$ cat config.mk
export PLATFORM = sky130hd
export DESIGN_NAME = ppu_ofmap_packer
export DESIGN_NICKNAME = d
export VERILOG_FILES = /design/src/rtl/ppu_ofmap_packer.sv
export SDC_FILE = /design/constraint.sdc
export NUM_CORES = 1
export LEC_CHECK = 0
export ABC_AREA = 0
export CAP_MARGIN = 20
export CORE_MARGIN = 8
export CORE_UTILIZATION = 50
export DETAILED_ROUTE_END_ITERATION = 12
export GPL_TIMING_DRIVEN = 0
export PLACE_DENSITY = 0.82
export SLEW_MARGIN = 20
export SYNTH_ARGS = -nofsm -noshare
export SYNTH_HDL_FRONTEND = slang
export SYNTH_SLANG_ARGS = --single-unit
$ cat constraint.sdc
create_clock -name clk -period 3 [get_ports clk]
set_input_delay 0.45 -clock clk [delete_from_list [all_inputs] [get_ports clk]]
set_output_delay 0.45 -clock clk [all_outputs]
set_load 0.1 [all_outputs]
$ cat src/rtl/ppu_ofmap_packer.sv
// Packs the PPU byte stream little-endian into 32-bit words, queues them in a small FIFO
// and writes them to the GLB at consecutive byte addresses. Define PACKER_BYTE_MASK_EN for glb_bweb.
module ppu_ofmap_packer #(
  parameter int unsigned DEPTH  = 4,
  parameter int unsigned ADDR_W = 32
) (
  input  logic              clk,
  input  logic              rst,
  input  logic              start,
  input  logic [ADDR_W-1:0] base_addr,
  input  logic              flush,
  input  logic              i_valid,
  input  logic [7:0]        i_data,
  output logic              in_ready,
  output logic              glb_wen,
  output logic [ADDR_W-1:0] glb_addr,
  output logic [31:0]       glb_wdata,
`ifdef PACKER_BYTE_MASK_EN
  output logic [3:0]        glb_bweb,
`endif
  input  logic              glb_ready,
  output logic              done,
  output logic              overflow,
  output logic [15:0]       words_written
);

  localparam int unsigned PTR_W = $clog2(DEPTH);
  localparam int unsigned CNT_W = PTR_W + 1;
  localparam logic [CNT_W-1:0] DEPTH_C = CNT_W'(DEPTH);
  localparam logic [CNT_W-1:0] SLACK_C = CNT_W'(DEPTH - 1);

  typedef enum logic [1:0] {
    S_IDLE,
    S_PACK,
    S_FLUSH,
    S_DONE
  } state_e;

  state_e            state_q, state_d;
  logic [PTR_W-1:0]  wr_ptr_q, wr_ptr_d;
  logic [PTR_W-1:0]  rd_ptr_q, rd_ptr_d;
  logic [CNT_W-1:0]  count_q, count_d;
  logic [1:0]        idx_q, idx_d;
  logic [23:0]       part_q, part_d;
  logic [ADDR_W-1:0] addr_q, addr_d;
  logic [15:0]       ww_q, ww_d;
  logic              ovf_q, ovf_d;
  logic              in_ready_q, in_ready_d;
  logic [31:0]       mem_data_q [DEPTH];
`ifdef PACKER_BYTE_MASK_EN
  logic [3:0]        mem_mask_q [DEPTH];
  logic [3:0]        push_mask;
`endif

  logic        fifo_nempty;
  logic        pop;
  logic        has_space;
  logic        push;
  logic [31:0] push_data;

  assign fifo_nempty = (count_q != '0);
  assign pop         = fifo_nempty && glb_ready;
  // A full FIFO still takes a word when the head leaves in the same cycle.
  assign has_space   = (count_q < DEPTH_C) || pop;

  always_comb begin
    state_d   = state_q;
    idx_d     = idx_q;
    part_d    = part_q;
    addr_d    = addr_q;
    ww_d      = ww_q;
    ovf_d     = ovf_q;
    push      = 1'b0;
    push_data = '0;
`ifdef PACKER_BYTE_MASK_EN
    push_mask = '1;
`endif

    if (pop) begin
      addr_d = addr_q + ADDR_W'(4);
      if (ww_q != '1) begin
        ww_d = ww_q + 16'd1;
      end
    end

    unique case (state_q)
      S_IDLE: begin
        if (start) begin
          state_d = S_PACK;
          addr_d  = base_addr;
          idx_d   = '0;
          part_d  = '0;
          ww_d    = '0;
          ovf_d   = 1'b0;
        end
      end

      S_PACK: begin
        if (i_valid) begin
          idx_d = idx_q + 2'd1;
          // Byte 0 clears the upper bytes so a flushed partial word is zero-padded.
          unique case (idx_q)
            2'd0: part_d = {16'h0000, i_data};
            2'd1: part_d[15:8] = i_data;
            2'd2: part_d[23:16] = i_data;
            default: begin
              push_data = {i_data, part_q};
              if (has_space) begin
                push = 1'b1;
              end else begin
                ovf_d = 1'b1;
              end
            end
          endcase
        end
        if (flush) begin
          state_d = S_FLUSH;
        end
      end

      S_FLUSH: begin
        if (idx_q != 2'd0) begin
          if (has_space) begin
            push      = 1'b1;
            push_data = {8'h00, part_q};
            idx_d     = '0;
`ifdef PACKER_BYTE_MASK_EN
            unique case (idx_q)
              2'd1:    push_mask = 4'b0001;
              2'd2:    push_mask = 4'b0011;
              default: push_mask = 4'b0111;
            endcase
`endif
          end
        end else if (!fifo_nempty) begin
          state_d = S_DONE;
        end
      end

      S_DONE: begin
        state_d = S_IDLE;
      end

      default: begin
        state_d = S_IDLE;
      end
    endcase
  end

  always_comb begin
    wr_ptr_d   = push ? wr_ptr_q + PTR_W'(1) : wr_ptr_q;
    rd_ptr_d   = pop ? rd_ptr_q + PTR_W'(1) : rd_ptr_q;
    count_d    = count_q + CNT_W'(push) - CNT_W'(pop);
    in_ready_d = (state_d == S_PACK) && (count_d < SLACK_C);
  end

  always_ff @(posedge clk or posedge rst) begin
    if (rst) begin
      state_q    <= S_IDLE;
      wr_ptr_q   <= '0;
      rd_ptr_q   <= '0;
      count_q    <= '0;
      idx_q      <= '0;
      part_q     <= '0;
      addr_q     <= '0;
      ww_q       <= '0;
      ovf_q      <= 1'b0;
      in_ready_q <= 1'b0;
    end else begin
      state_q    <= state_d;
      wr_ptr_q   <= wr_ptr_d;
      rd_ptr_q   <= rd_ptr_d;
      count_q    <= count_d;
      idx_q      <= idx_d;
      part_q     <= part_d;
      addr_q     <= addr_d;
      ww_q       <= ww_d;
      ovf_q      <= ovf_d;
      in_ready_q <= in_ready_d;
    end
  end

  always_ff @(posedge clk) begin
    if (push) begin
      mem_data_q[wr_ptr_q] <= push_data;
`ifdef PACKER_BYTE_MASK_EN
      mem_mask_q[wr_ptr_q] <= push_mask;
`endif
    end
  end

  assign in_ready      = in_ready_q;
  assign glb_wen       = fifo_nempty;
  assign glb_addr      = addr_q;
  assign glb_wdata     = fifo_nempty ? mem_data_q[rd_ptr_q] : '0;
`ifdef PACKER_BYTE_MASK_EN
  assign glb_bweb      = fifo_nempty ? mem_mask_q[rd_ptr_q] : '0;
`endif
  assign done          = (state_q == S_DONE);
  assign overflow      = ovf_q;
  assign words_written = ww_q;

endmodule
Word level (Yosys, flattened, before mapping)
Memory sizes are Yosys's and may differ from the RTL's.
Cells that the tools add are included.

word-level totals
  memory bits (read-only) = 0
  memory bits (writable) = 128
  output and inout port bits = 84
  memories kept = 1
  register bits after elaboration = 85
  bits of input ports = 46
  word-level logic and storage cells = 94
  latch bits = 0

memories
  name        words  bits a word  read ports  clocked after memory_dff  write ports  RTL line  RTL
  mem_data_q  4      32           1           0                         1            49        logic [31:0] mem_data_q [DEPTH];

operators by class
  shift operators = 0
  equal/unequal tests = 16
  bitwise logic cells = 0
  magnitude comparators = 2
  $add $sub $neg = 7
  multipliers = 0
  reduce and logical (&&, ||, !) cells = 15
  divide/modulo/power cells = 0
  mux-type cells = 41

operators with widths
  operator                                               count
  2-to-1 mux 32 bit                                      6
  2-to-1 mux 24 bit                                      4
  2-to-1 mux 16 bit                                      4
  case mux 32 bit (2 select lines)                       1
  case mux 24 bit (2 select lines)                       1
  adder 32 x 3 -> 32 bit, second input constant          1
  case mux 8 bit (2 select lines)                        2
  adder 16 x 1 -> 16 bit, second input constant          1
  2-to-1 mux 2 bit                                       8
  inequality test 16 bit, second input constant          1
  inequality test 2 bit, second input constant           6
  AND reduction 4 bit                                    3
  2-to-1 mux 1 bit                                       10
  AND reduction 5 bit                                    2
  2-to-1 mux 8 bit                                       1
  case mux 2 bit (4 select lines)                        1
  adder 2 x 1 -> 2 bit, second input constant            3
  equality test 2 x 1 -> 1 bit, second input constant    3
  equality test 2 bit, second input constant             3
  inequality test 3 x 1 -> 1 bit, second input constant  2
  case mux 2 bit (3 select lines)                        1
  nonzero test 3 bit                                     2
  zero test 2 bit                                        2
  case mux 1 bit (2 select lines)                        2
  other kinds (9)                                        11

Depth between registers and ports, before layout
  depth in word-level cells = 11
  depth in mapped cells = 14
  gate-level depth less buffers = 13

Least setup slack after synthesis
OpenSTA, ideal clock, no wires.

  path type = reg2reg
  start = register state_q[1]
  end = register in_ready_q (netlist: in_ready)
  period minus slack after synthesis = 3.013 ns
  library setup time = 0.120 ns
  data arrival time = 2.893 ns
  path buffers = 1
  slack = -0.013 ns
  stages on the path, launching flop included = 15
  data required time = 2.880 ns
  cells stage by stage = dfrtp_1 inv_1 ha_1 clkbuf_1 nand4_1 a21oi_1 inv_1 ha_1 inv_1 ha_1 inv_1 fa_1 xnor2_1 xnor2_1 and3b_1

between the ends
  cells in the longest elaborated chain, start to end = 6
  elaborated cells on any way between the ends = 15
  those cells by class = add/sub: 2; order compare: 1; eq/ne: 4; mux: 6; reduce/logical: 2

RTL lines
  what                                                                 RTL line  RTL
  start: declaration                                                   39        state_e state_q, state_d;
  start signal: assignment                                             170       state_q <= state_d;
  equality test 2 bit or equality test 2 x 1 -> 1 bit (tied branches)  86        unique case (state_q)
  case mux 1 bit (2 select lines) *                                    86
  adder 3 x 1 -> 3 bit *                                               153       count_d = count_q + CNT_W'(push) - CNT_W'(pop);
  subtractor 3 x 1 -> 3 bit *                                          153
  named net count_d[2]                                                 42        logic [CNT_W-1:0] count_q, count_d;
  < comparator 3 x 2 -> 1 bit *                                        154       in_ready_d = (state_d == S_PACK) && (count_d < SLACK_C);
  logical AND 1 bit *                                                  154
  named net in_ready_d                                                 48        logic in_ready_q, in_ready_d;
  end signal: assignment                                               179       in_ready_q <= in_ready_d;
  end: declaration                                                     48

The timed path passes the listed nets; every way through them passes the cells marked *.
A chain may end at the register's enable or synchronous reset.

Final worst setup path
  start = register rd_ptr_q[1]
  end = output port glb_wdata[6]

between the ends
  cells in the longest elaborated chain, start to end = 2

RTL lines
  what                      RTL line  RTL
  start: declaration        41        logic [PTR_W-1:0] rd_ptr_q, rd_ptr_d;
  start signal: assignment  172       rd_ptr_q <= rd_ptr_d;
  memory read (4 x 32 bit)  -
  2-to-1 mux 32 bit         195       assign glb_wdata = fifo_nempty ? mem_data_q[rd_ptr_q] : '0;
  end: declaration          17        output logic [31:0] glb_wdata,

Every way passes these cells.

==> impl_metrics.json <==
{
  "worst-path-buf-inv": 3,
  "cp_cell_sequence": "clkbuf_1 > clkbuf_2 > mux4_2 > nor2b_2 > clkdlybuf4s15_2",
  "die_h_um": 154,
  "cts_made_buffers": 23,
  "ioPinCount": 130,
  "startpoint": "rd_ptr_q[1]$_DFFE_PP0N_",
  "die_area_um2": 23700,
  "synth_ff_type": "edfxtp_1",
  "r2r_start": "state_q[1]$_DFF_PP0_",
  "port_buffers": 129,
  "final_util": 0.645,
  "worst_ep_arrival_time_ns": 2.48,
  "place_inst": 1070,
  "seq_area_frac_synth": 0.628,
  "grt_use_total": 0.198,
  "numClockSinks": 213,
  "met1_usage": 0.248,
  "critPathTopFamily": "buffers and inverters",
  "ys_seq_elements": 213,
  "overflow": 0,
  "clk_pin_slew_worst_paths_ns": 0.06,
  "cts_buffer_depth": 3,
  "worst_path_max_delay_cell": "clkdlybuf4s15_2",
  "status": "finished clean",
  "ys_warn_count": 0,
  "synth_fp_nets": 766,
  "antennaDiodeCount": 0,
  "max_freq_ghz": 0.341,
  "setup_viol_count_final": 0,
  "syn_area_um2": 9500,
  "drt-vias-per-instance": 5.95,
  "rsz0062_at_grt": "yes",
  "place_ws_ns": -0.364,
  "drt_iter0_drc": 476,
  "tritoncts": "done",
  "routedWlPerCell_um": 21.0,
  "syn_inst": 701,
  "core_um2": 18700,
  "use_met3": 0.0619,
  "crit_type": "flip-flop to output port",
  "slew_viol_final": 0,
  "insertion_delay_ns": 0.51,
  "syn_to_final_growth_pct": 27.0,
  "layout.cells.non_filler": 1114,
  "fp.dieW_um": 154,
  "max_slew_margin": 0.304,
  "hold_viol": 0,
  "first_pass_iters": 5,
  "drc": 0,
  "avgSynthCellArea_um2": 13.6,
  "worstHoldPathType": "input pin to asynchronous set/reset pin",
  "vias": 6632,
  "antenna_left": 0,
  "final_nets": 928,
  "drive_above_1_share": 0.180,
  "dp_hpwl_um": 16300,
  "drt_wl_total_um": 23400,
  "max_stage_delay_ns": 0.47,
  "cp-end-kind": "output port",
  "setup_tns_ns": 0,
  "yosysUniqueCellTypes": 49,
  "tightest_slew_ns": 1.04,
  "synth_edf_count": 128,
  "cp.required_ns": 2.55,
  "antenna_found_initial": 0,
  "clock-root-buffer": "clkbuf_16",
  "grt_pass1_vias": 6848,
  "grt-busiest-layer": "met2",
  "min_period_over_period": 0.978,
  "place.gp.congestion": 0.850,
  "critPathMaxFanout": 10,
  "fin_crit_ns": 2.93,
  "grt_first_pass_wirelength_um": 37700,
  "h-tree-depth": 1,
  "gr-usage-met2": 0.326,
  "clock_skew_ns": 0.0148,
  "start_util": 0.508,
  "maxCapViolCount": 0,
  "crit_path_start_kind": "flip-flop",
  "rows": 50,
  "ys_async_sr_fraction": 0.399,
  "grt_max_degree": 46,
  "layout_setup_ws_ns": 0.0674
}
-- cells in the final DEF (no fill, tap or decap), drive strengths merged, types with 19 or more instances in the layout --
cell type      instances
a22o                  23
a31oi                 24
and2                  42
buf                   34
clkbuf                58
clkdlybuf4s50         96
dfrtp                 85
edfxtp               128
mux4                  32
nand2                 41
nor2                  29
nor2b                 36
o21ai                 26
o31ai                 19
or4                   22
-- layer usage --
| metal | vias to the layer above | wire [um] |
|---|---|---|
| li1 | 3007 | - |
| met1 | 3268 | 9250 |
| met2 | 314 | 11200 |
| met3 | 43 | 2330 |
| met4 | 0 | 603 |
| met5 | - | 0 |
-- synth_stat cells, types with 21 or more instances --
library cell / count / area share
a22o_1: 23 / 0.021
a31oi_1: 24 / 0.016
and2_1: 42 / 0.028
clkbuf_1: 30 / 0.012
dfrtp_1: 85 / 0.22
edfxtp_1: 128 / 0.40
mux4_2: 32 / 0.076
nand2_1: 41 / 0.016
nor2_1: 29 / 0.011
nor2b_1: 36 / 0.024
o21ai_0: 24 / 0.013
or4_1: 21 / 0.017
-- layout make-up --
type / instances / area [um^2]
flip-flops and latches: 213 / 5970
repair buffers: 138 / 1390
clock inverters: 12 / 144
clock buffers: 30 / 612
plain buffers: 40 / 185
multi-input cells: 431 / 3410
inverters: 16 / 62.6
well taps: 234 / 293
fillers: 1327 / 6630
-- kinds of logic after synthesis --
kind of cell               count (synthesis)  synth area share
xor gates and xnor gates                  13            0.0120
adders and majority gates                 19            0.0258
muxes                                     36            0.0801
AOI/OAI and AO/OA                        123            0.0876
buffers and inverters                     57            0.0240
DFF                                      213             0.628
and+or+nand+nor                          240             0.142
-- worst reg2reg max path, stage by stage (launching register included) --
cell and delay (ns):
dfrtp_2 0.44, inv_2 0.11, ha_4 0.16, buf_4 0.17, nand4_1 0.17, a21oi_4 0.20
inv_1 0.06, ha_1 0.28, inv_1 0.05, ha_1 0.12, inv_1 0.05, fa_1 0.37
xnor2_1 0.18, xnor2_1 0.15, and3b_1 0.20
-- state kept, by name, summed over array words and instances (netlist names) --
register       count
mem_data_q       128
glb_addr          32
part_q            24
words_written     16
count_q            3
idx_q              2
rd_ptr_q           2
state_q            2
wr_ptr_q           2
in_ready           1
overflow           1
-- worst paths after layout --
path                                                end  slack [ns]  depth (start not counted)
worst max-delay path                       glb_wdata[6]        0.07                          5
worst min-delay path            glb_addr[0]$_DFFE_PP0P_        0.38                          2
worst max register to register       in_ready$_DFF_PP0_        0.17                         14
worst min register to register  glb_addr[0]$_DFFE_PP0P_        0.50                          2
max in group asynchronous          state_q[0]$_DFF_PP0_        1.96                          3
min in group clk                glb_addr[0]$_DFFE_PP0P_        0.49                          3
-- metrics by stage --
| stage | cell area, um^2 | hold slack [ns] |
|---|---|---|
| 2_1_floorplan | 9560 | 0.442 |
| 3_3_place_gp | 11100 | 0.459 |
| 3_5_place_dp | 11300 | 0.474 |
| 4_1_cts | 12100 | 0.389 |
| 5_1_grt | 12100 | 0.429 |
| 6_report | 12100 | 0.375 |
-- what timing repair did --
item	4_1_cts	5_1_grt
pin swaps	1	1
endpoints found under the hold margin	0	0
endpoints found under the setup margin	35	18
resized for setup	117	27
hold buffers	0	0
buffers inserted	1	2
Power is left out: the tool's default activity adds up to more than one toggle a clock period on the data nets, which glitch-free logic cannot reach.
